File: src/rtl/cla16_mp_seq.sv
// Multi-precision add/subtract sequencer: WORDS x 16-bit words pushed LSW-first through one cla16.
// Optional macro CLA16_MP_SAT_EN: clamp the result to the signed range on overflow.

module cla16 (
  input  logic [15:0] x,
  input  logic [15:0] y,
  input  logic        cin,
  output logic [15:0] s,
  output logic        cout,
  output logic        overflow
);
  always_comb begin
    logic [15:0] p, g;
    logic [3:0]  gp, gg;
    logic [4:0]  cg;
    logic        cc, c15;
    p = x ^ y;
    g = x & y;
    for (int unsigned j = 0; j < 4; j++) begin
      gp[j] = &p[4*j +: 4];
      gg[j] = g[4*j+3] | (p[4*j+3] & g[4*j+2]) | (p[4*j+3] & p[4*j+2] & g[4*j+1])
            | (p[4*j+3] & p[4*j+2] & p[4*j+1] & g[4*j]);
    end
    // Group carries are resolved in one lookahead level; bits ripple only inside a nibble.
    cg[0] = cin;
    cg[1] = gg[0] | (gp[0] & cin);
    cg[2] = gg[1] | (gp[1] & gg[0]) | (gp[1] & gp[0] & cin);
    cg[3] = gg[2] | (gp[2] & gg[1]) | (gp[2] & gp[1] & gg[0]) | (gp[2] & gp[1] & gp[0] & cin);
    cg[4] = gg[3] | (gp[3] & gg[2]) | (gp[3] & gp[2] & gg[1]) | (gp[3] & gp[2] & gp[1] & gg[0])
          | (gp[3] & gp[2] & gp[1] & gp[0] & cin);
    s   = '0;
    c15 = 1'b0;
    for (int unsigned j = 0; j < 4; j++) begin
      cc = cg[j];
      for (int unsigned k = 0; k < 4; k++) begin
        s[4*j+k] = p[4*j+k] ^ cc;
        if (4*j + k == 15) c15 = cc;
        cc = g[4*j+k] | (p[4*j+k] & cc);
      end
    end
    cout     = cg[4];
    overflow = c15 ^ cg[4];
  end
endmodule

module cla16_mp_seq #(
  parameter int unsigned WORDS = 4
) (
  input  logic                clk,
  input  logic                rst_n,
  input  logic                start,
  input  logic                sub,
  input  logic [16*WORDS-1:0] a,
  input  logic [16*WORDS-1:0] b,
  output logic                busy,
  output logic                done,
  output logic [16*WORDS-1:0] result,
  output logic                cout,
  output logic                sign,
  output logic                zero,
  output logic                parity,
  output logic                overflow
);
  localparam int unsigned N  = 16 * WORDS;
  localparam int unsigned IW = (WORDS > 1) ? $clog2(WORDS) : 1;

  typedef enum logic [1:0] {IDLE, RUN, DONE} state_t;

  state_t         state, state_n;
  logic [N-1:0]   a_r, b_r, res_nxt;
  logic           sub_r, carry;
  logic [IW-1:0]  idx;
  logic           accept, last;
  logic [15:0]    x, yb, y, s;
  logic           co, ov;

  assign accept = start && (state != RUN);
  assign last   = (idx == IW'(WORDS - 1));
  assign busy   = (state == RUN);
  assign done   = (state == DONE);

  always_comb begin
    state_n = state;
    unique case (state)
      IDLE:    if (start) state_n = RUN;
      RUN:     if (last)  state_n = DONE;
      DONE:    state_n = start ? RUN : IDLE;
      default: state_n = IDLE;
    endcase
  end

  always_comb begin
    x  = '0;
    yb = '0;
    for (int unsigned i = 0; i < WORDS; i++) begin
      if (idx == IW'(i)) begin
        x  = a_r[16*i +: 16];
        yb = b_r[16*i +: 16];
      end
    end
    y = sub_r ? ~yb : yb;
  end

  cla16 u_cla16 (
    .x        (x),
    .y        (y),
    .cin      (carry),
    .s        (s),
    .cout     (co),
    .overflow (ov)
  );

  always_comb begin
    res_nxt = result;
    for (int unsigned i = 0; i < WORDS; i++) begin
      if (idx == IW'(i)) res_nxt[16*i +: 16] = s;
    end
`ifdef CLA16_MP_SAT_EN
    // A wrapped MSW sign of 1 means the true result was positive.
    if (last && ov) begin
      res_nxt        = '0;
      res_nxt[N-1]   = ~s[15];
      res_nxt[N-2:0] = {(N-1){s[15]}};
    end
`endif
  end

  always_ff @(posedge clk or negedge rst_n) begin
    if (!rst_n) begin
      state <= IDLE;
    end else begin
      state <= state_n;
    end
  end

  always_ff @(posedge clk or negedge rst_n) begin
    if (!rst_n) begin
      a_r      <= '0;
      b_r      <= '0;
      sub_r    <= 1'b0;
      carry    <= 1'b0;
      idx      <= '0;
      result   <= '0;
      cout     <= 1'b0;
      sign     <= 1'b0;
      zero     <= 1'b0;
      parity   <= 1'b0;
      overflow <= 1'b0;
    end else if (accept) begin
      a_r   <= a;
      b_r   <= b;
      sub_r <= sub;
      carry <= sub;
      idx   <= '0;
    end else if (state == RUN) begin
      result <= res_nxt;
      carry  <= co;
      idx    <= idx + 1'b1;
      if (last) begin
        cout     <= co;
        overflow <= ov;
        sign     <= res_nxt[N-1];
        zero     <= ~|res_nxt;
        parity   <= ^res_nxt;
      end
    end
  end
endmodule

File: config.mk
export PLATFORM = sky130hd
export DESIGN_NAME = cla16_mp_seq
export DESIGN_NICKNAME = d
export VERILOG_FILES = /design/src/rtl/cla16_mp_seq.sv
export SDC_FILE = /design/constraint.sdc
export NUM_CORES = 1
export LEC_CHECK = 0
export CORE_UTILIZATION = 37
export CTS_BUF_LIST = sky130_fd_sc_hd__clkbuf_8
export DETAILED_ROUTE_END_ITERATION = 10
export PLACE_DENSITY = 0.71
export SETUP_SLACK_MARGIN = 0.2
export SLEW_MARGIN = 20
export SYNTH_ARGS = -nofsm -noshare
export SYNTH_HDL_FRONTEND = slang
export SYNTH_SLANG_ARGS = --single-unit
File: constraint.sdc
create_clock -name clk -period 7.1 [get_ports clk]
set_input_delay 0.71 -clock clk [delete_from_list [all_inputs] [get_ports clk]]
set_output_delay 0.71 -clock clk [all_outputs]
set_load 0.01 [all_outputs]
# Word level (Yosys, flattened, before mapping)
# Cells that the tools add are included.
[word_totals]
ff_bits = 203
input_bits = 132
output_inout_bits = 71
word_cells = 159
[op_classes]
addsub = 1
eq_ne = 8
muxes = 21
bitwise = 103
reduce_logical = 14
[op_table]
columns = ["operator", "count"]
rows = [
  ["$mux 16", 13],
  ["$reduce_or 64->1", 1],
  ["$reduce_xor 64->1", 1],
  ["$and 1x1->1", 48],
  ["$or 1x1->1", 34],
  ["$xor 1x1->1", 17],
  ["$and 16x16->16", 1],
  ["$not 16->16", 1],
  ["$reduce_and 4->1", 4],
  ["$xor 16x16->16", 1],
  ["$mux 2", 4],
  ["$eq 2x2->1 const B", 3],
  ["$pmux 2 s3", 1],
  ["$eq 2x1->1 const B", 2],
  ["$logic_not 2->1", 2],
  ["$ne 2x1->1 const B", 2],
  ["$reduce_and 2->1", 2],
  ["$mux 1", 3],
  ["$reduce_and 3->1", 1],
  ["$add 2x1->2 const B", 1],
  ["$ne 2x2->1 const B", 1],
  ["$reduce_bool 2->1", 1],
  ["$logic_and 1x1->1", 1],
  ["$logic_not 1->1", 1],
  ["$not 1->1", 1],
]

# Longest topological paths before layout
[logic_depth]
depth_word = 26
mapped_depth = 30
depth_no_buf = 29

# Modules after synthesis
# A second synthesis with hierarchy kept.
[unflattened]
hier_cells = 916
area_unflattened_um2 = 10929.2
[modules_own_cells]
columns = ["mod", "n_inst", "cells_each", "area_each_um2", "seq_area_each_um2"]
rows = [
  ["cla16_mp_seq", 1, 834, 10192.3, 5079.9],
  ["cla16", 1, 82, 737.0, 0.0],
]

# Worst setup path after synthesis
# Ideal clock, no wire load.
[synth_timing]
path_kind = "reg-to-reg"
from = "register idx[1]"
to = "register parity"
setup_time_ns = 0.124
arrival_time_ns = 5.346
t_required_ns = 6.976
slack_ns = 1.630
path_stages_with_launch = 31
path_buffers = 3
period_less_slack_ns = 5.470
cell_sequence = "dfrtp_1 > inv_1 > ha_1 > buf_2 > buf_2 > buf_2 > nor2_1 > a21oi_1 > nor2_1 > a21oi_1 > o21ai_0 > ha_1 > nand2_1 > o21ai_1 > a21oi_1 > o21ai_1 > inv_1 > o21ai_0 > fa_1 > inv_1 > fa_1 > fa_1 > xnor2_1 > mux2i_1 > ha_1 > xnor2_1 > xnor2_1 > xnor2_1 > xnor2_1 > xnor2_1 > o21ai_1"
[synth_via]
elab_chain_cells = 25
word_cells_on_any_way = 104
cone_classes = "3 x eq/ne; 13 x mux; 82 x bitwise; 6 x reduce/logical"
[synth_rtl]
columns = ["item", "line", "text"]
rows = [
  ["start, declared", "72", "logic [IW-1:0] idx;"],
  ["start signal, assigned", "158", "idx <= idx + 1'b1;"],
  ["$logic_not 2->1", "96, 116", ""],
  ["$mux 16 (4 in a row)", "96", "if (idx == IW'(i)) begin"],
  ["$not 16->16", "101", "y = sub_r ? ~yb : yb;"],
  ["$mux 16", "101", ""],
  ["$xor 16x16->16 / $and 16x16->16 (equally long branches)", "17, 18", ""],
  ["$and 1x1->1 (on tied branches)", "21, 22", ""],
  ["$or 1x1->1, or another cell as far along", "21", "gg[j] = g[4*j+3] | (p[4*j+3] & g[4*j+2]) | (p[4*j+3] & p[4*j+2] & g[4*j+1])"],
  ["$or 1x1->1 / $and 1x1->1 (equally long branches)", "21, 22", ""],
  ["[... 6 more ...]", "-", ""],
  ["$or 1x1->1", "38", "cc = g[4*j+k] | (p[4*j+k] & cc);"],
  ["$and 1x1->1", "38", ""],
  ["$or 1x1->1", "38", ""],
  ["$and 1x1->1", "38", ""],
  ["$or 1x1->1", "38", ""],
  ["$xor 1x1->1", "36", "s[4*j+k] = p[4*j+k] ^ cc;"],
  ["$mux 16", "116", "if (idx == IW'(i)) res_nxt[16*i +: 16] = s;"],
  ["$reduce_xor 64->1", "164", "parity <= ^res_nxt;"],
  ["end signal, assigned", "164", ""],
  ["end, declared", "61", "output logic parity,"],
]
# Parallel ways exist; a longest one is shown, timed or not.
# A chain may end at the register's enable or synchronous reset.

# Worst setup path after layout
# Ends and elaborated chain as after synthesis.

==> impl_metrics.ini <==
[outcome]
outcome = finished, final reports clean

[logic_synthesis]
synth_async_sr_flop_share_pct = 100
avgSynthCellArea_sq_um = 10.9
ys_ff_latch = 203
synth_edf_count = 0
synth_top_area_cell = dfrtp_1
netlist_instances = 1010
ys_seq_area_share_pct = 46.3
synth_top_cell_area_share_pct = 46.3
synth_nets = 1206
synth.top_cells.by_area = dfrtp_1 46%, mux2_2 13%, ha_1 5.9%
synth_flop_cell = dfrtp_1
ys_warn_count = 0
synth.most_common_cell = dfrtp_1
synth_common_cells = 203 x dfrtp_1, 130 x nand2_1, 123 x mux2_2
ys_types = 32
syn_area_sq_um = 11000

[clock_tree]
clk_path_buf_depth = 3
clk_latency_ps = 530
hold_buffers = 0
ctsHtreeMaxLevel = 2
cts_root_buf = clkbuf_8
cts_buffers = 37
cts.sinks = 203
cts_tree = built
clkTransAtPathRegs_ps = 60

[finish]
drive_above_1_share_pct = 16.7
design_area_sq_um = 14000
diodes = 0
stdcell_count = 1607
num-fill-cells = 2622
syn_to_final_growth_pct = 27.9
final_nets = 1394

[timing]
tightest_slew_ps = 1080
finalSetupViolations = 0
finalHoldViolCount = 0
max_freq_mhz = 159
fin_crit_ps = 6300
period_share_pct = 88.8
slew-limit-headroom_pct = 27.4
finalSetupTns_ps = 0
fin_worst_skew_ps = 11.3
drv_slew = 0
rsz0062_at_grt = false

[worst_setup_path]
critPathMaxStageDelay_ps = 630
rr_endpoint = parity
reg2reg_from = idx[1]
rrSetupSlack_ps = 800
path_common_cell = xnor2_1
cp-end-kind = register
r2r_cells = 28
crit_type = register to register
worst_ep_arrival_time_ps = 6680
required_ps = 7480
cp_slowest_cell = xnor2_1
critPathMaxFanout = 34
start_kind = register

[route]
drtIter0Drc = 508
wirelength_um = 29900
num_vias = 8093
wire_per_inst_um = 18.6
dr.pass1.iters = 5
drtAntennaViolNets = 0
routed_via_density = 5.04
drc = 0

[floorplanning]
die_x_um = 174
dieArea_sq_um = 30300
die_y_um = 174
num_rows = 62
io_pins = 203
start_util_pct = 37.9
fp.coreArea_sq_um = 28900

[grt]
grt_max_degree = 130
grt_pass1_vias = 8230
grtUsageTotal_pct = 19.6
grt_antenna_before_repair = 2
grt_pass1_wl_um = 46200
grt.overflow.total = 0

[job]
cap_violations = 0

[placement]
dpl_cell_area_sq_um = 13200
place_hpwl_um = 21400
placed_cells = 1540
gp_congestion = 0.874
numPortBuffers = 202

[hold_path]
hp-class = input port to asynchronous set/reset pin
[worst max path at each step]
| stage | start | to | slack (ps) | cells after the start |
|---|---|---|---|---|
| after floorplan | idx[1] | parity | 1630 | 30 |
| after global placement | idx[0] | parity | 490 | 29 |
| after detailed placement | idx[0] | parity | 390 | 29 |
| after CTS | idx[0] | parity | 380 | 29 |
| after global routing | idx[1] | parity | 220 | 28 |
| final | idx[1] | parity | 800 | 28 |
[kinds of logic (layout without fill, tap and decap cells)]
| kind of cell | count (synthesis) | after routing | synth area share, % |
|---|---|---|---|
| AOI/OAI and AO/OA | 189 | 189 | 9.13 |
| xor gates and xnor gates | 52 | 52 | 4.15 |
| adders and majority gates | 64 | 64 | 8.13 |
| buffers and inverters | 90 | 303 | 4.47 |
| DFF | 203 | 203 | 46.3 |
| muxes | 199 | 199 | 20.1 |
| and+or+nand+nor | 213 | 213 | 7.73 |
[cell usage in the layout (no fill, tap or decap), types with 2 or more instances in the layout]
cell | Yosys | final
a21o_1 | 16 | 16
a21oi_1 | 68 | 68
a22oi_1 | 2 | 2
buf_12 | 0 | 2
buf_4 | 6 | 7
clkbuf_8 | 0 | 49
clkdlybuf4s50_1 | 0 | 201
dfrtp_1 | 203 | 203
fa_1 | 12 | 12
ha_1 | 52 | 48
ha_4 | 0 | 4
inv_1 | 27 | 40
mux2_1 | 2 | 2
mux2_2 | 123 | 123
mux2_4 | 10 | 10
mux2i_1 | 64 | 64
nand2_1 | 130 | 129
nand4_1 | 11 | 11
nor2_1 | 64 | 64
nor2b_1 | 2 | 2
nor4_1 | 2 | 2
o21ai_0 | 96 | 96
o21ai_1 | 4 | 4
xnor2_1 | 40 | 40
xor2_1 | 12 | 12
[sequential cells by signal (all words and copies together), names as in the netlist]
signal and flops:
carry 1, state 2, b_r 64, idx 2
zero 1, cout 1, overflow 1, sub_r 1
result 64, a_r 64, sign 1, parity 1
[critical path, delay by kind of cell, from the launching register on]
kind	cells	cell delay [ps]
and+or+nand+nor	3	200
buffers and inverters	4	470
xor gates and xnor gates	7	1760
AOI/OAI and AO/OA	7	880
adders and majority gates	6	2150
muxes	1	220
DFF	1	440
[through the flow]
step | utilization [%] | setup WS [ps] | hold slack (ps)
after floorplan | - | 1630 | 414
after global placement | 45.6 | 493 | 467
after detailed placement | 45.6 | 394 | 472
after CTS | 48.2 | 380 | 260
after global routing | 48.5 | 223 | 291
final | 48.5 | 799 | 250
[layer usage]
layer  vias up  track usage (%)  wire length [um]
met2       292             30.9             13300
met4         4             5.92               845
li1       3855                -                 -
met5         -                0                25
met1      3880             26.8             13700
met3        62             4.62              1980
[area by class of cell]
| cell class | instances | area (sq um) | share of cell area, % |
|---|---|---|---|
| multi-input cells | 717 | 5460 | 39.0 |
| flip-flops and latches | 203 | 5080 | 36.2 |
| repair buffers | 212 | 2150 | 15.3 |
| clock buffers | 48 | 661 | 4.71 |
| well taps | 384 | 480 | 3.43 |
| inverters | 27 | 101 | 0.723 |
| clock inverters | 16 | 91.3 | 0.651 |
[timing repair]
| action | CTS | global route |
|---|---|---|
| gates resized for setup | 0 | 1 |
| setup endpoints to repair | 0 | 2 |
| setup buffers | 0 | 3 |
Power is not shown: default switching activity piles up to over one toggle a cycle in this logic, so the estimate is an artifact.
